File: src/rtl/dcache_wt.sv
// Direct-mapped, write-through, no-write-allocate data cache with one word per line.
// Loads hit in zero cycles; misses and all stores stall while the backing memory is serviced.
module dcache_wt #(
  parameter int DATA_WIDTH = 32,
  parameter int ADDR_WIDTH = 32,
  parameter int INDEX_BITS = 4
) (
  input  logic                  clk_i,
  input  logic                  rst_n_i,
  input  logic                  reqValid_i,
  input  logic                  reqWrite_i,
  input  logic [ADDR_WIDTH-1:0] addr_i,
  input  logic [DATA_WIDTH-1:0] writeData_i,
  input  logic                  flush_i,
  output logic [DATA_WIDTH-1:0] readData_o,
  output logic                  stall_o,
  output logic                  memReq_o,
  output logic                  memWe_o,
  output logic [ADDR_WIDTH-1:0] memAddr_o,
  output logic [DATA_WIDTH-1:0] memWData_o,
  input  logic                  memAck_i,
  input  logic [DATA_WIDTH-1:0] memRData_i,
  output logic [31:0]           hitCount_o,
  output logic [31:0]           missCount_o
);

  localparam int LINES = 1 << INDEX_BITS;
  localparam int TAG_W = ADDR_WIDTH - INDEX_BITS - 2;

  typedef enum logic [1:0] {IDLE, FILL, WRITE} state_t;

  state_t                  state, state_nx;
  logic [LINES-1:0]        valid;
  logic [TAG_W-1:0]        tag_mem  [LINES];
  logic [DATA_WIDTH-1:0]   data_mem [LINES];
  logic                    done;

  logic [INDEX_BITS-1:0]   req_idx, fill_idx;
  logic [TAG_W-1:0]        req_tag, fill_tag;
  logic                    hit;
  logic                    load_hit, load_miss, store_go, flush_go, done_clr;
  logic                    unused_addr_lsb;

  assign req_idx  = addr_i[INDEX_BITS+1:2];
  assign req_tag  = addr_i[ADDR_WIDTH-1:INDEX_BITS+2];
  // Fill target comes from the latched request address, not the CPU bus.
  assign fill_idx = memAddr_o[INDEX_BITS+1:2];
  assign fill_tag = memAddr_o[ADDR_WIDTH-1:INDEX_BITS+2];
  assign hit      = valid[req_idx] && (tag_mem[req_idx] == req_tag);
  assign unused_addr_lsb = ^addr_i[1:0];

  always_comb begin
    state_nx   = state;
    stall_o    = 1'b0;
    readData_o = '0;
    load_hit   = 1'b0;
    load_miss  = 1'b0;
    store_go   = 1'b0;
    flush_go   = 1'b0;
    done_clr   = 1'b0;
    case (state)
      IDLE: begin
        if (flush_i) begin
          stall_o  = 1'b1;
          flush_go = 1'b1;
        end else begin
          // The done flag only lives for the single IDLE cycle after a write ack.
          done_clr = 1'b1;
          if (reqValid_i) begin
            if (reqWrite_i) begin
              if (!done) begin
                stall_o  = 1'b1;
                store_go = 1'b1;
                state_nx = WRITE;
              end
            end else if (hit) begin
              readData_o = data_mem[req_idx];
              load_hit   = 1'b1;
            end else begin
              stall_o   = 1'b1;
              load_miss = 1'b1;
              state_nx  = FILL;
            end
          end
        end
      end
      FILL: begin
        stall_o = 1'b1;
        if (memAck_i) state_nx = IDLE;
      end
      WRITE: begin
        stall_o = 1'b1;
        if (memAck_i) state_nx = IDLE;
      end
      default: state_nx = IDLE;
    endcase
  end

  always_ff @(posedge clk_i or negedge rst_n_i) begin
    if (!rst_n_i) begin
      state       <= IDLE;
      valid       <= '0;
      done        <= 1'b0;
      memReq_o    <= 1'b0;
      memWe_o     <= 1'b0;
      memAddr_o   <= '0;
      memWData_o  <= '0;
      hitCount_o  <= '0;
      missCount_o <= '0;
    end else begin
      state <= state_nx;

      if (flush_go)
        valid <= '0;
      else if (state == FILL && memAck_i)
        valid[fill_idx] <= 1'b1;

      if (state == WRITE && memAck_i)
        done <= 1'b1;
      else if (done_clr)
        done <= 1'b0;

      if (load_miss || store_go) begin
        memReq_o  <= 1'b1;
        memWe_o   <= store_go;
        memAddr_o <= {addr_i[ADDR_WIDTH-1:2], 2'b00};
      end else if ((state == FILL || state == WRITE) && memAck_i) begin
        memReq_o <= 1'b0;
        memWe_o  <= 1'b0;
      end

      if (store_go)
        memWData_o <= writeData_i;

      if (load_hit && hitCount_o != 32'hFFFF_FFFF)
        hitCount_o <= hitCount_o + 32'd1;
      if (load_miss && missCount_o != 32'hFFFF_FFFF)
        missCount_o <= missCount_o + 32'd1;
    end
  end

  // Tag/data arrays carry no reset; the valid bits alone qualify them.
  always_ff @(posedge clk_i) begin
    if (state == FILL && memAck_i) begin
      data_mem[fill_idx] <= memRData_i;
      tag_mem[fill_idx]  <= fill_tag;
    end else if (store_go && hit) begin
      data_mem[req_idx] <= writeData_i;
    end
  end

endmodule

File: config.mk
export PLATFORM = sky130hd
export DESIGN_NAME = dcache_wt
export DESIGN_NICKNAME = d
export VERILOG_FILES = /design/src/rtl/dcache_wt.sv
export SDC_FILE = /design/constraint.sdc
export NUM_CORES = 1
export LEC_CHECK = 0
export CAP_MARGIN = 20
export CORE_MARGIN = 8
export CORE_UTILIZATION = 45
export DETAILED_ROUTE_END_ITERATION = 7
export PLACE_DENSITY = 0.64
export REMOVE_ABC_BUFFERS = 1
export SLEW_MARGIN = 20
export SYNTH_ARGS = -nofsm -noshare
export SYNTH_HDL_FRONTEND = slang
export SYNTH_SLANG_ARGS = --single-unit
File: constraint.sdc
create_clock -name clk_i -period 5.7 [get_ports clk_i]
set_clock_uncertainty 0.2 [all_clocks]
set_input_delay 0.855 -clock clk_i [delete_from_list [all_inputs] [get_ports clk_i]]
set_output_delay 0.855 -clock clk_i [all_outputs]
set_load 0.005 [all_outputs]
**After elaboration in Yosys (flattened, before gate mapping)**

Memories as Yosys holds them, arrays and structs flattened.
Cells that the tools add are included.

- Add/sub/neg operators: 2
- $lt $le $gt $ge: 3
- Equal/unequal tests: 10
- Multiplexer cells: 54
- Bitwise logic cells: 1
- Reductions and logical operators: 17

Operators by type and width:

| cell | count |
|---|---|
| $mux 32 | 6 |
| $add 32x1->32 const B | 2 |
| $ne 32x32->1 const B | 2 |
| $mux 1 | 35 |
| $mux 16 | 2 |
| $reduce_or 32->1 | 1 |
| $eq 26x26->1 | 1 |
| $or 16x16->16 | 1 |
| $mux 2 | 6 |
| $lt 4x5->1 const B | 2 |
| $logic_and 1x1->1 | 8 |
| $ne 3x3->1 const B | 2 |
| $reduce_bool 2->1 | 3 |
| $reduce_and 5->1 | 1 |
| $bmux 1 s4 | 1 |
| $demux 1 s4 | 1 |
| $ge 4x1->1 const B | 1 |
| $mux 4 | 1 |
| $ne 2x2->1 const B | 2 |
| $pmux 2 s2 | 1 |
| $eq 2x1->1 const B | 1 |
| $eq 2x2->1 const B | 1 |
| $logic_not 2->1 | 1 |
| $logic_or 1x1->1 | 2 |
| 3 further kinds | 3 |

- Bits in registers: 147
- Memory bits (writable): 928
- Bits of input ports: 102
- Output and inout bits: 163
- Logic and storage cells: 98
- Memories kept: 2

Memories:

| memory | words | bits a word | rd ports | clocked after Yosys merged registers in | wr ports | RTL line | text |
|---|---|---|---|---|---|---|---|
| data_mem | 16 | 32 | 1 | 0 | 1 | 35 | `logic [DATA_WIDTH-1:0] data_mem [LINES];` |
| tag_mem | 16 | 26 | 1 | 0 | 1 | 34 | `logic [TAG_W-1:0] tag_mem [LINES];` |

**Longest topological paths before layout**

- Word-level depth: 11
- Depth in mapped cells: 17
- Gate-level depth less buffers: 10

**Least setup slack after synthesis**

No wires, ideal clock.

- Kind: input-to-reg
- Start: input port addr_i[3]
- End: memory data_mem[13][0], enable pin
- Library setup time: 428 ps
- Arrival time: 5,237 ps
- Data required time: 5,072 ps
- Slack: -165 ps
- Cell stages on the path: 13
- Path buffers: 4
- Path through: clkbuf_1 buf_2 clkbuf_1 mux4_2 mux4_2 xnor2_1 nand2_1 nor4_4 nand4_2 nor2_4 buf_4 nand3_2 o21bai_1

- Word-level cells in the longest chain between the ends: 9
- Elaborated cells on any way between the ends: 12
- Classes of those cells: eq/ne: 1; mux: 7; reduce/logical: 3; memory: 1

RTL lines:

| what | RTL line | text |
|---|---|---|
| start: declaration | 12 | `input logic [ADDR_WIDTH-1:0] addr_i,` |
| $mem_v2 16x26 or $bmux 1 s4 (tied branches) | n/a |  |
| $eq 26x26->1 or $mux 1 (tied branches) | 49 | `assign hit = valid[req_idx] && (tag_mem[req_idx] == req_tag);` |
| $logic_and 1x1->1 | 49 |  |
| $logic_and 1x1->1 | 147 | `end else if (store_go && hit) begin` |
| $mux 1 | 147 |  |
| $mux 1 | 144 | `if (state == FILL && memAck_i) begin` |
| $mux 1 (not written as such) | 148 | `data_mem[req_idx] <= writeData_i;` |
| $reduce_or 32->1 (no line) | n/a |  |
| $mux 4 (no line) or $mux 1 (tied branches) | n/a |  |
| end: declaration | 35 |  |

Several ways; a longest one is shown, not always the timed one. The select of a mux whose other input is x is not followed.

**Final worst setup path**

- Start: input port addr_i[2]
- End: output port readData_o[29]

- Word-level cells in the longest chain between the ends: 8
- Elaborated cells on any way between the ends: 11
- Classes of those cells: eq/ne: 1; mux: 7; reduce/logical: 1; memory: 2

RTL lines:

| what | RTL line | text |
|---|---|---|
| $mem_v2 16x26 or $bmux 1 s4 (tied branches) | n/a |  |
| $eq 26x26->1 or $mux 1 (tied branches) | 49 |  |
| $logic_and 1x1->1 | 49 |  |
| $mux 32 (*) | 76 | `end else if (hit) begin` |
| $mux 32 (*) | 70 | `if (reqWrite_i) begin` |
| $mux 32 (*) | 69 | `if (reqValid_i) begin` |
| $mux 32 (*) | 63 | `if (flush_i) begin` |
| $mux 32 (*) | 61 | `case (state)` |
| end: declaration | 15 | `output logic [DATA_WIDTH-1:0] readData_o,` |

Every way passes the cells marked *; elsewhere a longest branch is shown, timed or not. The select of a mux whose other input is x is not followed.

==> out/qor.csv <==
metric,value,unit
die_x,324,um
numPortBuffers,260,
place_inst,3607,
cts_setup_buffers,0,
ir_worst_vdd,0.255,mV
yosysUniqueCellTypes,69,
cts_tree,yes,
wirelength,103000,um
cts.sinks,1075,
cp.arrival,4.51,ns
p_total,19.1,mW
dieArea,105000,um2
start_kind,input pin,
fmax,180,MHz
path_clk_slew,0.06,ns
ctsHtreeMaxLevel,3,
cp-end-kind,output pin,
status,completed,
use_met2,0.335,
final_area,51300,um2
antenna_found_initial,1,
syn_to_final_growth,20.3,%
grt_pass1_vias,22600,
maxCapViolCount,0,
grt.met3_usage,0.0352,
coreArea,94400,um2
hold_violations,0,
clkLatencyLatePin,0.67,ns
synth-compound-area-share,0.0179,
synthCells,2089,
hpwlAfterDp,61200,um
async_flop_share,0.137,
avgViaCountPerCell,5.66,
yosys.area.top_type_share,0.653,
drtIter0Drc,1962,
yosysWarnings,0,
firstDrtPassIters,5,
numCtsBuffers,110,
gr-usage-all-layers,0.195,
min_period,5.57,ns
min_period_over_period,0.977,
clockRootBuffer,clkbuf_16,
worst_hold_slack,0.289,ns
row_count,113,
yosysSeqAreaShare,0.739,
p_leak,17.2,nW
drc,0,
gp_congestion,0.791,
tns,0,ns
drive_gt1_frac,0.257,
grt_pass1_wl,151000,um
required,4.64,ns
synth_seq_cells,1075,
fin_cells,3812,
tightest_slew,0.893,ns
ios,265,
placed_area,47700,um2
clockBufferDepth,3,
synth_most_common_cell,edfxtp_1,
slew_violations,0,
crit_path_max_fanout,25,
antenna_cells,0,
yosys.area.top_type,edfxtp_1,
route.vias.total,21600,
synth_top_family_by_area,multiplexers,
postSynthAreaPerCell,20.4,um2
antenna_left,0,
overflow,0,
synth-simple-area-share,0.0353,
synth-adder-area-share,0.00176,
die_h,324,um
p_per_area,373,nW/um2
synthFlopType,edfxtp_1,
top_usage_layer,met2,
synthXorXnorAreaFrac,0.0185,
worstHoldPathType,reg2reg,
synth.top_cells.by_count,"edfxtp_1 (928), mux4_2 (244), dfrtp_1 (147)",
relSlewSlack,0.405,
critical_path_class,in2out,
synth_edf_count,928,
grt_max_degree,125,
fin_nets,2563,
wl_per_cell,27.0,um
initial_core_util,0.452,
netlist_area,42700,um2
synth.mux.area_fraction,0.174,
rsz0062_at_grt,false,
grtUsageMet1,0.260,
setup-violations-final,0,
synth_area_leaders,"edfxtp_1 (65%), mux4_2 (13%), dfrtp_1 (8.6%)",
layout make-up:
type | count | area (um2)
multi-input combinational | 909 | 10900
inverter | 11 | 41.3
clock inverter | 71 | 733
timing repair buffer | 348 | 3660
fill | 7315 | 43100
sequential | 1075 | 31500
clock buffer | 133 | 2890
tap | 1265 | 1580
what timing repair did:
| action | 4_1_cts | 5_1_grt |
|---|---|---|
| setup endpoints to repair | 0 | 3 |
| endpoints found under the hold margin | 26 | 0 |
| hold buffers | 1 | 0 |
| resized for setup | 0 | 4 |
worst paths after layout:
kind                       cells after the start                startpoint  slack [ns]                           to
min in group asynchronous                      2                   rst_n_i        0.55  missCount_o[22]$_DFFE_PN0P_
setup reg to reg                              13  tag_mem[1][22]$_DFFE_PP_        0.93     data_mem[5][2]$_DFFE_PP_
max in group asynchronous                      3                   rst_n_i        3.71   hitCount_o[25]$_DFFE_PN0P_
hold / removal                                 1      valid[1]$_DFFE_PN0P_        0.29         valid[1]$_DFFE_PN0P_
setup / recovery                              13                 addr_i[2]        0.13               readData_o[29]
hold reg to reg                                1      valid[1]$_DFFE_PN0P_        0.29         valid[1]$_DFFE_PN0P_
registers in the layout, summed over array words and instances (netlist names):
| register | cells |
|---|---|
| memAddr_o | 30 |
| missCount_o | 32 |
| hitCount_o | 32 |
| done | 1 |
| memWData_o | 32 |
| memWe_o | 1 |
| valid | 16 |
| memReq_o | 1 |
| data_mem | 512 |
| tag_mem | 416 |
| state | 2 |
metrics by stage:
step,setup slack (ns),utilization
after floorplan,-1.29,-
after global placement,0.103,0.505
after detailed placement,0.106,0.505
after CTS,0.0761,0.543
after global routing,0.000888,0.543
final,0.131,0.543
routing by layer:
metal  wire length, um  up-vias
li1                  -     9264
met3              6260      127
met2             53000      679
met5                 0        -
met4              1730        0
met1             41800    11500
power breakdown:
part / total, mW / switching, mW / internal (mW)
registers: 10.0 / 0.603 / 9.42
logic: 1.92 / 0.875 / 1.04
clock network: 7.20 / 2.96 / 4.24
total: 19.1 / 4.44 / 14.7
critical path, cell delays in order:
cell,delay [ns]
buf_8,0.14
buf_12,0.24
mux4_2,0.54
xor2_1,0.15
o32ai_1,0.24
o2111ai_1,0.25
a222oi_1,0.46
buf_4,0.18
and4_1,0.24
nand4_4,0.15
nor2b_1,0.33
buf_4,0.19
clkdlybuf4s50_1,0.50
placed cells by master, fill, tap and decap left out, types with 6 or more instances in the layout:
master,synthesis,final
a21oi_1,10,10
a22oi_1,16,16
and3_1,20,20
buf_12,0,30
buf_4,11,56
bufinv_16,0,14
clkbuf_1,41,20
clkbuf_16,0,112
clkdlybuf4s50_1,0,255
clkinv_1,0,26
clkinv_2,0,19
dfrtp_1,147,147
edfxtp_1,928,928
ha_1,6,6
inv_1,11,11
mux2_1,6,6
mux2_2,115,115
mux2i_1,55,55
mux4_2,244,244
nand2_1,65,64
nand2b_1,11,11
nand3_1,32,32
nand4_1,12,12
nor2_1,44,32
nor2_4,1,13
nor2b_1,40,39
nor3_1,25,21
nor4_1,6,6
o21a_1,17,17
o21ai_0,9,9
o21bai_4,0,16
o22ai_1,14,14
xnor2_1,44,44
xor2_1,46,46
kinds of logic (layout without fill, tap and decap cells):
logic type | Yosys count | after routing
AO/OA/AOI/OAI | 108 | 108
buffers and inverters | 106 | 563
multiplexers | 421 | 421
XOR/XNOR | 90 | 90
other | 1 | 2
flip-flops | 1075 | 1075
adder cells (fa/ha/maj) | 6 | 6
AND/OR/NAND/NOR | 282 | 282
No activity file was read; power rests on OpenSTA's default activity.
